`src/rtl/uart_rx_frame_pkg.sv`:
```
// Shared UART framing constants and FSM state encodings, common to the receiver and transmitter.
package uart_rx_frame_pkg;
  localparam int   UART_DATA_BITS = 8;
  localparam logic UART_START_LVL = 1'b0;
  localparam logic UART_STOP_LVL  = 1'b1;

  typedef enum logic [2:0] {
    IDLE   = 3'd0,
    START  = 3'd1,
    DATA   = 3'd2,
    PARITY = 3'd3,
    STOP   = 3'd4,
    BREAK  = 3'd5
  } uart_state_e;
endpackage

```
`src/rtl/uart_rx_frame_if.sv`:
```
// Receiver link bundle: serial line in, byte valid/ready out, error pulses and busy status.
interface uart_rx_frame_if;
  import uart_rx_frame_pkg::*;

  logic                      rx_serial;
  logic [UART_DATA_BITS-1:0] rx_data;
  logic                      rx_valid;
  logic                      rx_ready;
  logic                      parity_err;
  logic                      frame_err;
  logic                      overrun;
  logic                      busy;

  modport master (
    input  rx_serial, rx_ready,
    output rx_data, rx_valid, parity_err, frame_err, overrun, busy
  );

  modport slave (
    output rx_serial, rx_ready,
    input  rx_data, rx_valid, parity_err, frame_err, overrun, busy
  );
endinterface

```
`src/rtl/uart_rx_sync.sv`:
```
// Two-flop synchronizer for the async serial line; 2-cycle latency, no backpressure.
// Resets to 1 so a reset never looks like a start bit.
module uart_rx_sync (
  input  logic clk,
  input  logic rst,
  input  logic d,
  output logic q
);
  logic meta;

  always_ff @(posedge clk) begin
    if (rst) begin
      meta <= 1'b1;
      q    <= 1'b1;
    end else begin
      meta <= d;
      q    <= meta;
    end
  end
endmodule

```
`src/rtl/uart_rx_frame.sv`:
```
// UART receiver: mid-bit sampling, start/parity/stop checks; byte out one cycle after the stop sample.
// 1-deep holding register: a good byte arriving while full and not accepted is dropped with an overrun pulse.
module uart_rx_frame
  import uart_rx_frame_pkg::*;
#(
  parameter int CLKS_PER_BIT = 16,
  parameter bit PARITY_EN    = 1'b1
) (
  input  logic            clk,
  input  logic            rst,
  uart_rx_frame_if.master link
);
  localparam int CW = $clog2(CLKS_PER_BIT);
  localparam logic [CW-1:0] HALF_LAST = CW'(CLKS_PER_BIT / 2 - 1);
  localparam logic [CW-1:0] FULL_LAST = CW'(CLKS_PER_BIT - 1);

  uart_state_e               state_q, state_d;
  logic [CW-1:0]             bit_cnt_q, bit_cnt_d;
  logic [2:0]                bit_idx_q, bit_idx_d;
  logic [UART_DATA_BITS-1:0] shift_q, shift_d;
  logic                      par_bad_q, par_bad_d;
  logic                      commit_good, commit_par, commit_frame;
  logic                      rx_s;

  logic [UART_DATA_BITS-1:0] data_q;
  logic                      valid_q, par_err_q, frame_err_q, overrun_q;

  uart_rx_sync u_sync (
    .clk (clk),
    .rst (rst),
    .d   (link.rx_serial),
    .q   (rx_s)
  );

  always_comb begin
    state_d      = state_q;
    bit_cnt_d    = bit_cnt_q + CW'(1);
    bit_idx_d    = bit_idx_q;
    shift_d      = shift_q;
    par_bad_d    = par_bad_q;
    commit_good  = 1'b0;
    commit_par   = 1'b0;
    commit_frame = 1'b0;
    case (state_q)
      IDLE: begin
        bit_cnt_d = '0;
        if (rx_s == UART_START_LVL) state_d = START;
      end
      START: begin
        if (bit_cnt_q == HALF_LAST) begin
          bit_cnt_d = '0;
          if (rx_s != UART_START_LVL) begin
            state_d = IDLE;
          end else begin
            bit_idx_d = 3'd0;
            par_bad_d = 1'b0;
            state_d   = DATA;
          end
        end
      end
      DATA: begin
        if (bit_cnt_q == FULL_LAST) begin
          bit_cnt_d = '0;
          shift_d   = {rx_s, shift_q[UART_DATA_BITS-1:1]};
          bit_idx_d = bit_idx_q + 3'd1;
          if (bit_idx_q == 3'd7) state_d = PARITY_EN ? PARITY : STOP;
        end
      end
      PARITY: begin
        if (bit_cnt_q == FULL_LAST) begin
          bit_cnt_d = '0;
          par_bad_d = rx_s ^ (^shift_q);
          state_d   = STOP;
        end
      end
      STOP: begin
        // Returning to IDLE at mid-stop leaves half a bit to catch the next start edge.
        if (bit_cnt_q == FULL_LAST) begin
          bit_cnt_d = '0;
          if (rx_s != UART_STOP_LVL) begin
            commit_frame = 1'b1;
            state_d      = BREAK;
          end else if (par_bad_q) begin
            commit_par = 1'b1;
            state_d    = IDLE;
          end else begin
            commit_good = 1'b1;
            state_d     = IDLE;
          end
        end
      end
      BREAK: begin
        bit_cnt_d = '0;
        if (rx_s == UART_STOP_LVL) state_d = IDLE;
      end
      default: begin
        bit_cnt_d = '0;
        state_d   = IDLE;
      end
    endcase
  end

  always_ff @(posedge clk) begin
    if (rst) begin
      state_q     <= IDLE;
      bit_cnt_q   <= '0;
      bit_idx_q   <= 3'd0;
      shift_q     <= '0;
      par_bad_q   <= 1'b0;
      data_q      <= '0;
      valid_q     <= 1'b0;
      par_err_q   <= 1'b0;
      frame_err_q <= 1'b0;
      overrun_q   <= 1'b0;
    end else begin
      state_q     <= state_d;
      bit_cnt_q   <= bit_cnt_d;
      bit_idx_q   <= bit_idx_d;
      shift_q     <= shift_d;
      par_bad_q   <= par_bad_d;
      par_err_q   <= commit_par;
      frame_err_q <= commit_frame;
      overrun_q   <= 1'b0;
      if (commit_good) begin
        if (!valid_q || link.rx_ready) begin
          data_q  <= shift_q;
          valid_q <= 1'b1;
        end else begin
          overrun_q <= 1'b1;
        end
      end else if (valid_q && link.rx_ready) begin
        valid_q <= 1'b0;
      end
    end
  end

  assign link.rx_data    = data_q;
  assign link.rx_valid   = valid_q;
  assign link.parity_err = par_err_q;
  assign link.frame_err  = frame_err_q;
  assign link.overrun    = overrun_q;
  assign link.busy       = (state_q != IDLE);
endmodule

```
`src/flat_wrapper.sv`:
```
// flat-port wrapper written by rule: the top's interface ports become plain ports
module uart_rx_frame_flat import uart_rx_frame_pkg::*;
#(
  parameter int CLKS_PER_BIT = 16,
  parameter bit PARITY_EN    = 1'b1
)
  (clk, rst, link_rx_serial, link_rx_ready, link_rx_data, link_rx_valid, link_parity_err, link_frame_err, link_overrun, link_busy);
  uart_rx_frame_if link_i ();
  input  logic clk;
  input  logic rst;
  input wire logic [$bits(link_i.rx_serial)-1:0] link_rx_serial;
  input wire logic [$bits(link_i.rx_ready)-1:0] link_rx_ready;
  output wire logic [$bits(link_i.rx_data)-1:0] link_rx_data;
  output wire logic [$bits(link_i.rx_valid)-1:0] link_rx_valid;
  output wire logic [$bits(link_i.parity_err)-1:0] link_parity_err;
  output wire logic [$bits(link_i.frame_err)-1:0] link_frame_err;
  output wire logic [$bits(link_i.overrun)-1:0] link_overrun;
  output wire logic [$bits(link_i.busy)-1:0] link_busy;
  assign link_i.rx_serial = link_rx_serial;
  assign link_i.rx_ready = link_rx_ready;
  assign link_rx_data = link_i.rx_data;
  assign link_rx_valid = link_i.rx_valid;
  assign link_parity_err = link_i.parity_err;
  assign link_frame_err = link_i.frame_err;
  assign link_overrun = link_i.overrun;
  assign link_busy = link_i.busy;
  uart_rx_frame #(.CLKS_PER_BIT(CLKS_PER_BIT), .PARITY_EN(PARITY_EN)) u_core (.clk(clk), .rst(rst), .link(link_i));
endmodule
```
`config.mk`:
```
export PLATFORM = sky130hd
export DESIGN_NAME = uart_rx_frame_flat
export DESIGN_NICKNAME = d
export VERILOG_FILES = /design/src/rtl/uart_rx_frame_pkg.sv /design/src/rtl/uart_rx_frame_if.sv /design/src/rtl/uart_rx_sync.sv /design/src/rtl/uart_rx_frame.sv /design/src/flat_wrapper.sv
export SDC_FILE = /design/constraint.sdc
export NUM_CORES = 1
export LEC_CHECK = 0
export BUFFER_PORTS_ARGS = -buffer_cell sky130_fd_sc_hd__buf_2
export CELL_PAD_IN_SITES_DETAIL_PLACEMENT = 0
export CELL_PAD_IN_SITES_GLOBAL_PLACEMENT = 1
export CORE_UTILIZATION = 39
export CTS_CLUSTER_SIZE = 24
export DETAILED_ROUTE_END_ITERATION = 6
export PLACE_DENSITY = 0.8
export SETUP_SLACK_MARGIN = 0.02
export SLEW_MARGIN = 10
export SYNTH_ARGS = -nofsm -noshare
export SYNTH_HDL_FRONTEND = slang
export SYNTH_SLANG_ARGS = --single-unit
export TNS_END_PERCENT = 50
```
`constraint.sdc`:
```
create_clock -name clk -period 1.6 [get_ports clk]
set_input_delay 0.08 -clock clk [delete_from_list [all_inputs] [get_ports clk]]
set_output_delay 0.08 -clock clk [all_outputs]
set_load 0.005 [all_outputs]
```
; ---- Word level (Yosys, flattened, before mapping)
; Index checks and enable logic that the tools add are counted.
; Widths: inputs -> output; s select.
[classes]
add_sub_neg = 2
n_reduce_logical = 19
mux = 31
bitwise_logic = 5
n_eq_ne = 17
[ops]
columns = cell, count
row1 = $mux 3, 11
row2 = $pmux 3 s6, 1
row3 = $mux 1, 13
row4 = $ne 2x1->1 const B, 5
row5 = $eq 3x3->1 const B, 3
row6 = $mux 4, 2
row7 = $ne 2x2->1 const B, 4
row8 = $pmux 4 s2, 1
row9 = $reduce_and 4->1, 2
row10 = $reduce_xor 8->1, 1
row11 = $reduce_and 7->1, 1
row12 = $eq 3x2->1 const B, 2
row13 = $pmux 3 s2, 1
row14 = $reduce_and 2->1, 3
row15 = $reduce_bool 2->1, 3
row16 = $reduce_or 3->1, 2
row17 = $add 4x1->4 const B, 1
row18 = $eq 4x3->1 const B, 1
row19 = $eq 4x4->1 const B, 1
row20 = $not 1->1, 4
row21 = $reduce_or 4->1, 1
row22 = $add 3x1->3 const B, 1
row23 = $eq 3x1->1 const B, 1
row24 = $logic_not 3->1, 1
row25 = 8 further kinds, 8
[totals]
out_inout_bits = 13
ff_bits = 33
in_bits = 4
word_cells = 86

; ---- Longest topological paths before layout
; Gate-level depths: netlist of run 1.
[logic_depth]
depth_word = 6
depth_mapped = 8
depth_no_buf = 5

; ---- Hierarchy
; From an unflattened synthesis of run 1, not the netlist that was laid out.
[unflattened]
hier_cells = 153
area_unflattened_um2 = 1478.9
[by_module_without_submodules]
columns = module, area_per_inst_um2, cells_per_inst, seq_area_each_um2, instances
row1 = uart_rx_frame, 1426.4, 149, 620.6, 1
row2 = uart_rx_sync, 52.6, 4, 40.0, 1

; ---- Worst setup path after synthesis of run 1
; OpenSTA, ideal clock, no wires.
[synth_path]
kind = reg-to-reg
from = register u_core.bit_cnt_q[0]
to = register u_core.data_q[3], in the netlist u_core.link.rx_data[3]
n_path_buf = 3
period_less_slack_ps = 1549
path_slack_ps = 51
path_stages_with_launch = 9
t_arrival_ps = 1421
path_cell_list = dfxtp_1 -> ha_1 -> buf_4 -> and3_1 -> buf_4 -> and4_4 -> buf_8 -> mux2i_1 -> nor2_1
[synth_between]
elab_chain_cells = 4
[synth_lines]
columns = element, line_no
row1 = from (decl), uart_rx_frame.sv:18  ; logic [CW-1:0] bit_cnt_q, bit_cnt_d;
row2 = from (signal assigned), uart_rx_frame.sv:117  ; bit_cnt_q <= bit_cnt_d;
row3 = $eq 4x4->1, uart_rx_frame.sv:78  ; if (bit_cnt_q == FULL_LAST) begin
row4 = $mux 1, uart_rx_frame.sv:78
row5 = $mux 1, uart_rx_frame.sv:44  ; case (state_q)
row6 = $reduce_and 2->1 (no line), --
row7 = to (signal assigned), uart_rx_frame.sv:126  ; data_q <= shift_q;
row8 = to (decl), uart_rx_frame.sv:25  ; logic [UART_DATA_BITS-1:0] data_q;
; Every way passes these cells.
; A chain may end at the register's enable or synchronous reset.

; ---- Worst setup path in the final report of run 1
[layout_path]
from = register u_core.state_q[0]
to = register u_core.par_bad_q
[layout_between]
elab_chain_cells = 3
elab_cells_between_ends = 8
classes_between = eq/ne: 5 / mux: 1 / reduce/logical: 2
[layout_lines]
columns = element, line_no
row1 = from (decl), uart_rx_frame.sv:17  ; uart_state_e state_q, state_d;
row2 = from (signal assigned), uart_rx_frame.sv:116  ; state_q <= state_d;
row3 = $eq 3x2->1 / $eq 3x1->1 (equally long branches), uart_rx_frame.sv:44
row4 = "$ne 2x1->1 (no line), or another cell as far along", --
row5 = $reduce_and 4->1 (no line), --
row6 = to (signal assigned), uart_rx_frame.sv:120  ; par_bad_q <= par_bad_d;
row7 = to (decl), uart_rx_frame.sv:21  ; logic par_bad_q, par_bad_d;
; Parallel ways exist; a longest one is shown, timed or not.

==> flow_summary.json, run 1 <==
{
  "io_buffers": 16,
  "grt.overflow.total": 0,
  "placementRows": 22,
  "start_util": 0.410,
  "drv_cap": 0,
  "antenna_cells": 0,
  "path_clk_slew_ps": 70,
  "min_period_over_period": 0.924,
  "cts_inserted_buffers": 5,
  "slew_headroom": 0.782,
  "fp.coreArea_mm2": 0.00369,
  "finalCriticalPeriod_ps": 1480,
  "status": "finished clean",
  "clock_path_buffers": 2,
  "power_density_mw_per_mm2": 948,
  "rsz0062_at_grt": "true",
  "placed_cell_area_mm2": 0.00165,
  "yosysTopAreaCell": "dfxtp_1",
  "avgSynthCellArea_um2": 9.00,
  "crit_fanout": 11,
  "drc": 0,
  "synth_edf_count": 0,
  "drtIter0Drc": 48,
  "finalWeightedCongestion": 0.864,
  "synth_top_area_frac": 0.437,
  "syn_inst": 168,
  "drive_gt1_frac": 0.242,
  "fin_tns_setup_ps": 0,
  "clock_skew_ps": 6.70,
  "cpPeakStageDelay_ps": 510,
  "setup_viol": 0,
  "synth_cell_types": 40,
  "fill_cells": 352,
  "grt.total_usage": 0.167,
  "hold_viol_final": 0,
  "path_cells": "nand4_1, or4_1, o211ai_1",
  "dr_total_vias": 1236,
  "synth_top_flop_cell": "dfxtp_1",
  "clock-sinks": 33,
  "crit_path_start_kind": "flip-flop",
  "ys_top_cells_by_area": "dfxtp_1 (44%), mux2i_1 (6.0%), nand2_1 (5.0%), nor2_1 (4.7%), a21oi_1 (3.0%)",
  "grt_pass1_vias": 1095,
  "synth_xor_area_frac": 0.0555,
  "yosys_warnings": 0,
  "setup_ws_ps": 121,
  "routed_wl_um": 3060,
  "antenna_found_initial": 0,
  "nNetsFinal": 196,
  "area.growth.synth_to_final_pct": 19.3,
  "fin_area_mm2": 0.00180,
  "worst_setup_path_end_kind": "flip-flop",
  "required_ps": 1810,
  "ios": 17,
  "async_reset_ff_frac": 0,
  "die_y_um": 64.3,
  "syn_area_mm2": 0.00151,
  "critical_path_class": "flip-flop to flip-flop",
  "synth.mux.area_fraction": 0.0596,
  "p_leak_nw": 0.686,
  "htree_levels": 2,
  "vias_per_cell": 5.19,
  "tightestPinTransition_ps": 326,
  "ys_seq_area_frac": 0.437,
  "ys_seq_elements": 33,
  "synth_adder_area_share": 0.0248,
  "synth_fp_nets": 175,
  "routedWlPerCell_um": 12.8,
  "synth_compound_area_frac": 0.117,
  "max_freq_mhz": 676,
  "ir_worst_vdd_uv": 548,
  "dp_hpwl_um": 2190,
  "dieArea_mm2": 0.00413,
  "fp.dieW_um": 64.3,
  "cts-root-buf": "clkbuf_8",
  "yosys.area_share.simple": 0.243,
  "firstDrtPassIters": 4,
  "hp-class": "input port to flip-flop",
  "dp_slack_ps": 16.4,
  "cp.arrival_ps": 1690,
  "holdWs_ps": 53.5,
  "synth_top_family_by_area": "simple AND/OR/NAND/NOR gates",
  "grt_pass1_wl_um": 5090,
  "drv_slew": 0,
  "slowest_stage": "dfxtp_1",
  "insertion_delay_ps": 290,
  "antenna_left": 0,
  "cts_tree": "done",
  "grt_max_degree": 26
}
metrics by stage:
step,utilization,total power (W),cells
finish,0.489,0.00171,238
global route,0.489,0.00177,238
CTS,0.485,0.00173,238
detailed placement,0.447,0.000906,229
global placement,0.447,0.000906,229
floorplan,-,0.000884,168
logic make-up (layout without fill, tap and decap cells):
kind of cell | after synthesis | count (layout)
flip-flops | 33 | 33
AO/OA/AOI/OAI | 27 | 27
adder cells (fa/ha/maj) | 3 | 3
buffers and inverters | 17 | 39
XOR/XNOR | 8 | 8
AND/OR/NAND/NOR | 71 | 71
multiplexers | 9 | 9
cells in the mapped netlist (all sizes together), types with 2 or more instances:
| library cell | count |
|---|---|
| a21oi | 9 |
| a22oi | 2 |
| and3b | 2 |
| buf | 10 |
| clkbuf | 4 |
| dfxtp | 33 |
| ha | 3 |
| inv | 3 |
| mux2i | 9 |
| nand2 | 20 |
| nand2b | 2 |
| nand3 | 5 |
| nand4 | 2 |
| nor2 | 19 |
| nor3 | 5 |
| nor3b | 2 |
| nor4 | 2 |
| nor4b | 2 |
| o2111ai | 3 |
| o211ai | 2 |
| o21a | 2 |
| o21ai | 6 |
| or2 | 2 |
| xnor2 | 5 |
| xor2 | 2 |
cell usage in the layout (no fill, tap or decap), drive strengths merged, types with 3 or more instances in the layout:
cell	instances
dfxtp	33
buf	27
nand2	20
nor2	19
a21oi	9
mux2i	9
o21ai	6
clkbuf	6
xnor2	5
nor3	5
nand3	5
inv	3
o2111ai	3
ha	3
per-layer routing:
layer  vias to the layer above  part of all wire  GRT usage
met4                         0             0.016      0.108
li1                        627                 -          -
met1                       574              0.49      0.206
met3                         5             0.047     0.0429
met5                         -                 0          0
met2                        30              0.44      0.254
final cells by class:
| class | count | area, µm² | area share |
|---|---|---|---|
| Clock inverter | 2 | 37.5 | 0.0208 |
| Tap cell | 48 | 60.1 | 0.0333 |
| Sequential cell | 33 | 666 | 0.369 |
| Clock buffer | 6 | 82.6 | 0.0458 |
| Timing Repair Buffer | 28 | 173 | 0.0958 |
| Inverter | 3 | 11.3 | 0.00625 |
| Multi-Input combinational cell | 118 | 773 | 0.429 |
worst paths after layout:
path | from | slack (ps) | end | cells after the start
setup / recovery | u_core.state_q[0]$_SDFFE_PP0P_ | 120 | u_core.par_bad_q$_SDFFE_PP0P_ | 3
hold / removal | rst | 50 | u_core.link.rx_valid$_SDFFE_PP0P_ | 2
setup reg to reg | u_core.state_q[0]$_SDFFE_PP0P_ | 120 | u_core.par_bad_q$_SDFFE_PP0P_ | 3
hold reg to reg | u_core.u_sync.meta$_SDFF_PP1_ | 430 | u_core.u_sync.q$_SDFF_PP1_ | 1
critical path, delay by kind of cell (launching register included):
kind            cells  cell delay [ps]
compound gates      1              160
simple gates        2              730
flops               1              510
flip-flops by register name, indices dropped and copies added, names as in the netlist:
register,count
u_core.bit_cnt_q,4
u_core.bit_idx_q,3
u_core.link.frame_err,1
u_core.link.overrun,1
u_core.link.parity_err,1
u_core.link.rx_data,8
u_core.link.rx_valid,1
u_core.par_bad_q,1
u_core.shift_q,8
u_core.state_q,3
u_core.u_sync.meta,1
u_core.u_sync.q,1
power by group:
| part | internal [W] | leakage, nW | switching, W |
|---|---|---|---|
| clock network | 0.000506 | 0.0574 | 0.000312 |
| registers | 0.000826 | 0.268 | 0.00000726 |
| logic | 0.0000261 | 0.361 | 0.0000309 |
| total | 0.00136 | 0.686 | 0.000350 |
timing repair:
| item | 4_1_cts | 5_1_grt |
|---|---|---|
| setup buffers | 0 | 0 |
| cloned | 0 | 0 |
| gates resized for setup | 2 | 5 |
| endpoints found under the setup margin | 6 | 18 |
| hold buffers | 1 | 0 |
| endpoints found under the hold margin | 1 | 0 |
Note: power is estimated with default switching activity, not from simulation.
==> inputs of run 2 (changes only) <==
--- a/config.mk
+++ b/config.mk
@@ -8,10 +8,11 @@
 export BUFFER_PORTS_ARGS = -buffer_cell sky130_fd_sc_hd__buf_2
 export CELL_PAD_IN_SITES_DETAIL_PLACEMENT = 0
 export CELL_PAD_IN_SITES_GLOBAL_PLACEMENT = 1
-export CORE_UTILIZATION = 39
+export CORE_UTILIZATION = 43
 export CTS_CLUSTER_SIZE = 24
 export DETAILED_ROUTE_END_ITERATION = 6
-export PLACE_DENSITY = 0.8
+export MAX_ROUTING_LAYER = met4
+export PLACE_DENSITY = 0.83
 export SETUP_SLACK_MARGIN = 0.02
 export SLEW_MARGIN = 10
 export SYNTH_ARGS = -nofsm -noshare
==> constraint.sdc (replaced) <==
create_clock -name clk -period 1.5 [get_ports clk]
set_input_delay 0.075 -clock clk [delete_from_list [all_inputs] [get_ports clk]]
set_output_delay 0.075 -clock clk [all_outputs]
set_load 0.005 [all_outputs]
==> flow_summary.json, run 2 (synthesized netlist as in run 1, its figures left out) <==
{
  "status": "finished clean",
  "die_y_um": 61.3,
  "ir_worst_vdd_uv": 487,
  "nNetsFinal": 201,
  "hold_viol_final": 0,
  "rsz0062_at_grt": "true",
  "required_ps": 1750,
  "worst_setup_path_end_kind": "flip-flop",
  "dp_slack_ps": -14.5,
  "setup_viol": 0,
  "area.growth.synth_to_final_pct": 19.3,
  "min_period_over_period": 0.975,
  "critical_path_class": "flip-flop to flip-flop",
  "path_clk_slew_ps": 100,
  "finalCriticalPeriod_ps": 1460,
  "cpLargestDelayFamily": "simple AND/OR/NAND/NOR gates",
  "clock_skew_ps": 12.0,
  "drc": 0,
  "fp.dieW_um": 61.3,
  "fp.coreArea_mm2": 0.00336,
  "clock_path_buffers": 2,
  "grt_pass1_vias": 1164,
  "crit_fanout": 8,
  "dr_total_vias": 1275,
  "finalWeightedCongestion": 0.870,
  "drtIter0Drc": 78,
  "tightestPinTransition_ps": 312,
  "grt.total_usage": 0.199,
  "start_util": 0.449,
  "htree_levels": 2,
  "antenna_found_initial": 0,
  "grt_max_degree": 21,
  "crit_buf_inv": 0,
  "cts_tree": "done",
  "crit_path_start_kind": "flip-flop",
  "grt_util_met1": 0.224,
  "grt.met2_usage": 0.315,
  "slowest_stage": "dfxtp_2",
  "grt.overflow.total": 0,
  "insertion_delay_ps": 340,
  "cts_inserted_buffers": 5,
  "hp-class": "input port to flip-flop",
  "antenna_left": 0,
  "routed_wl_um": 3250,
  "ios": 17,
  "drv_cap": 0,
  "dieArea_mm2": 0.00376,
  "drive_gt1_frac": 0.294,
  "grt_use_met3": 0.0609,
  "vias_per_cell": 5.31,
  "firstDrtPassIters": 4,
  "grt_pass1_wl_um": 5150,
  "fin_area_mm2": 0.00180,
  "slew_headroom": 0.792,
  "final_common_cell": "dfxtp_1",
  "cpPeakStageDelay_ps": 360,
  "top_usage_layer": "met2",
  "max_freq_mhz": 683,
  "cp.arrival_ps": 1720,
  "cts-root-buf": "clkbuf_4",
  "layout.cells.most_common_list": "dfxtp_1 (27), nand2_1 (20), nor2_1 (17), buf_2 (16), buf_4 (16)",
  "antenna_cells": 0,
  "clock-sinks": 33,
  "routedWlPerCell_um": 13.5,
  "drv_slew": 0,
  "placementRows": 21,
  "setup_ws_ps": 36.8,
  "io_buffers": 16,
  "power_density_mw_per_mm2": 813,
  "path_cells": "ha_4, nand3_1, nor3b_1, nor4b_2, o41ai_2",
  "dp_hpwl_um": 2210,
  "placed_cell_area_mm2": 0.00166,
  "p_leak_nw": 0.687,
  "total_power_w": 0.00147
}
run 2: cell count changes in the layout (fill, tap and decap cells not counted), moves of 2 or more:
cell / delta
clkbuf_4: +5
buf_4: +5
dfxtp_2: +2
dfxtp_1: -2
nor2_2: +2
nor2_1: -2
clkbuf_8: -5
run 2: worst min-delay path: cells and delay by family:
family / cells / cell delay, ps
simple gates: 2 / 200
buf+inv: 1 / 70
run 2: final timing paths:
| path | cells past startpoint | slack, ps | endpoint | startpoint |
|---|---|---|---|---|
| worst max-delay path | 5 | 40 | u_core.state_q[0]$_SDFFE_PP0P_ | u_core.bit_cnt_q[1]$_SDFF_PP0_ |
| worst min-delay path | 3 | 40 | u_core.link.overrun$_SDFF_PP0_ | link_rx_ready |
| worst max register to register | 5 | 40 | u_core.state_q[0]$_SDFFE_PP0P_ | u_core.bit_cnt_q[1]$_SDFF_PP0_ |
| worst min register to register | 1 | 420 | u_core.u_sync.q$_SDFF_PP1_ | u_core.u_sync.meta$_SDFF_PP1_ |
run 2: stage by stage:
| step | std cells | setup TNS [ps] | hold slack (ps) | util |
|---|---|---|---|---|
| finish | 240 | 0 | 39.7 | 0.536 |
| global route | 240 | -246 | 50.2 | 0.536 |
| CTS | 238 | 0 | 35.8 | 0.524 |
| detailed placement | 226 | -14.5 | 265 | 0.493 |
| global placement | 226 | -0.582 | 262 | 0.493 |
| floorplan | 168 | -15.1 | 174 | - |
run 2: power breakdown:
group	switching [W]	internal, W	total, W
Combinational	0.0000350	0.0000286	0.0000636
Clock	0.000292	0.000221	0.000513
Sequential	0.00000757	0.000881	0.000889
Total	0.000335	0.00113	0.00147
run 2: area by class of cell:
cell class,count,area (µm²)
sequential,33,668
timing repair buffer,33,210
clock buffer,7,55.1
tap,46,57.6
inverter,3,11.3
fill,309,1560
multi-input combinational,118,801
run 2: repair_timing:
item	CTS	global route
hold buffers	1	0
endpoints found under the hold margin	1	0
setup buffers	4	2
setup endpoints to repair	2	22
pin swaps	1	3
resized for setup	2	8
run 2: per-layer routing:
layer,vias to the layer above,share of wire
met5,-,0
li1,634,-
met4,0,0.025
met3,9,0.048
met2,39,0.48
met1,593,0.45
==> inputs of run 3 (changes only) <==
--- a/config.mk
+++ b/config.mk
@@ -8,11 +8,11 @@
 export BUFFER_PORTS_ARGS = -buffer_cell sky130_fd_sc_hd__buf_2
 export CELL_PAD_IN_SITES_DETAIL_PLACEMENT = 0
 export CELL_PAD_IN_SITES_GLOBAL_PLACEMENT = 1
-export CORE_UTILIZATION = 43
+export CORE_UTILIZATION = 46
 export CTS_CLUSTER_SIZE = 24
 export DETAILED_ROUTE_END_ITERATION = 6
 export MAX_ROUTING_LAYER = met4
-export PLACE_DENSITY = 0.83
+export PLACE_DENSITY = 0.88
 export SETUP_SLACK_MARGIN = 0.02
 export SLEW_MARGIN = 10
 export SYNTH_ARGS = -nofsm -noshare
==> constraint.sdc (replaced) <==
create_clock -name clk -period 1.8 [get_ports clk]
set_input_delay 0.09 -clock clk [delete_from_list [all_inputs] [get_ports clk]]
set_output_delay 0.09 -clock clk [all_outputs]
set_load 0.005 [all_outputs]
==> flow_summary.json, run 3 (synthesized netlist as in run 1, its figures left out) <==
{
  "status": "finished clean",
  "layout.cells.most_common_list": "dfxtp_1 (33), nand2_1 (20), nor2_1 (19), buf_2 (16)",
  "grt_pass1_vias": 1065,
  "r2r_slack_ps": 160,
  "start_util": 0.491,
  "path_clk_slew_ps": 100,
  "drv_slew": 0,
  "cp-startpoint": "u_core.bit_cnt_q[0]$_SDFF_PP0_",
  "dieArea_mm2": 0.00352,
  "setup_viol": 0,
  "dp_hpwl_um": 1940,
  "grt_pass1_wl_um": 4750,
  "grt_use_met3": 0.0459,
  "critical_path_class": "flip-flop to flip-flop",
  "fp.coreArea_mm2": 0.00308,
  "power_density_mw_per_mm2": 717,
  "holdWs_ps": 49.2,
  "htree_levels": 2,
  "min_path_cells": 3,
  "clock_path_buffers": 2,
  "fp.dieW_um": 59.3,
  "vias_per_cell": 5.32,
  "grt_util_met1": 0.226,
  "area.growth.synth_to_final_pct": 9.11,
  "worst_setup_path_end_kind": "flip-flop",
  "dr_total_vias": 1203,
  "clock_skew_ps": 2.49,
  "grt.met2_usage": 0.286,
  "cts_inserted_buffers": 5,
  "grt_max_degree": 33,
  "tightestPinTransition_ps": 564,
  "fin_tns_setup_ps": 0,
  "endpoint": "u_core.link.rx_data[1]$_SDFFE_PP0P_",
  "rsz0062_at_grt": "false",
  "ir_worst_vdd_uv": 462,
  "cts_setup_buffers": 0,
  "ios": 17,
  "insertion_delay_ps": 340,
  "hp-class": "input port to flip-flop",
  "routed_wl_um": 2840,
  "antenna_cells": 0,
  "final_common_cell": "dfxtp_1",
  "finalWeightedCongestion": 0.909,
  "ff2ff_path_depth": 5,
  "hold_viol_final": 0,
  "crit_path_start_kind": "flip-flop",
  "top_usage_layer": "met2",
  "cts-root-buf": "clkbuf_4",
  "clock-sinks": 33,
  "firstDrtPassIters": 4,
  "finalCriticalPeriod_ps": 1640,
  "min_period_over_period": 0.914,
  "drc": 0,
  "required_ps": 2010,
  "drtIter0Drc": 35,
  "io_buffers": 16,
  "die_y_um": 59.3,
  "nNetsFinal": 188,
  "crit_fanout": 9,
  "antenna_left": 0,
  "cts_tree": "done",
  "grt.total_usage": 0.190,
  "placementRows": 20,
  "grt.overflow.total": 0,
  "antenna_found_initial": 0,
  "routedWlPerCell_um": 12.6,
  "drive_gt1_frac": 0.181,
  "drv_cap": 0,
  "cp.arrival_ps": 1850,
  "slew_headroom": 0.624,
  "max_freq_mhz": 608,
  "r2r-start": "u_core.bit_cnt_q[0]$_SDFF_PP0_",
  "p_leak_nw": 0.616,
  "rr_endpoint": "u_core.link.rx_data[1]$_SDFFE_PP0P_"
}
[run 3: cell types whose count changed in the layout (fill, tap and decap cells not counted), sizes merged]
cell    delta
buf       -13
clkinv     +2
clkbuf     -1
[run 3: worst min-delay path by stage]
| stage | from | to | slack [ps] |
|---|---|---|---|
| 6_report | link_rx_ready | u_core.link.overrun$_SDFF_PP0_ | 50 |
| 4_1_cts | link_rx_ready | u_core.link.overrun$_SDFF_PP0_ | 50 |
| 5_1_grt | link_rx_ready | u_core.link.overrun$_SDFF_PP0_ | 40 |
| 3_3_place_gp | link_rx_serial | u_core.u_sync.meta$_SDFF_PP1_ | 280 |
| 3_5_place_dp | link_rx_serial | u_core.u_sync.meta$_SDFF_PP1_ | 290 |
| 2_1_floorplan | rst | u_core.state_q[0]$_SDFFE_PP0P_ | 190 |
[run 3: report_power, final]
group / switching, W / total (W) / internal [W]
combinational: 0.0000245 / 0.0000420 / 0.0000174
clock: 0.000252 / 0.000400 / 0.000149
sequential: 0.00000653 / 0.000741 / 0.000734
total: 0.000283 / 0.00118 / 0.000900
[run 3: repair_timing]
action / in CTS / in global routing
setup endpoints to repair: 0 / 15
hold buffers: 1 / 0
gates resized for setup: 0 / 2
endpoints found under the hold margin: 1 / 0
[run 3: area by class of cell]
cell class / count / area, µm²
fillers: 298 / 1430
multi-input cells: 118 / 758
flip-flops and latches: 33 / 661
repair buffers: 20 / 113
well taps: 44 / 55.1
clock buffers: 6 / 41.3
inverters: 3 / 11.3
clock inverters: 2 / 10.0
[run 3: per-layer routing]
metal	routed length, µm	vias to the layer above
met5	0	-
met4	74	0
met3	105	10
met2	1270	26
met1	1390	559
li1	-	608
[run 3: worst max-delay path, cell delays in order (launching register included)]
cell and delay (ps):
dfxtp_1 370, ha_2 280, and3_2 270, and4_4 340, mux2i_1 200, nor2_1 60
[run 3: metrics by stage]
step                      area (µm²)   util  total power [W]  instances  setup WS, ps
after global routing            1650  0.536          0.00124        226          41.0
after global placement          1580  0.515         0.000797        217           102
after detailed placement        1580  0.515         0.000798        217          52.4
after floorplan                 1510      -         0.000786        168           251
final                           1650  0.536          0.00118        226           156
after CTS                       1650  0.535          0.00119        226          28.9
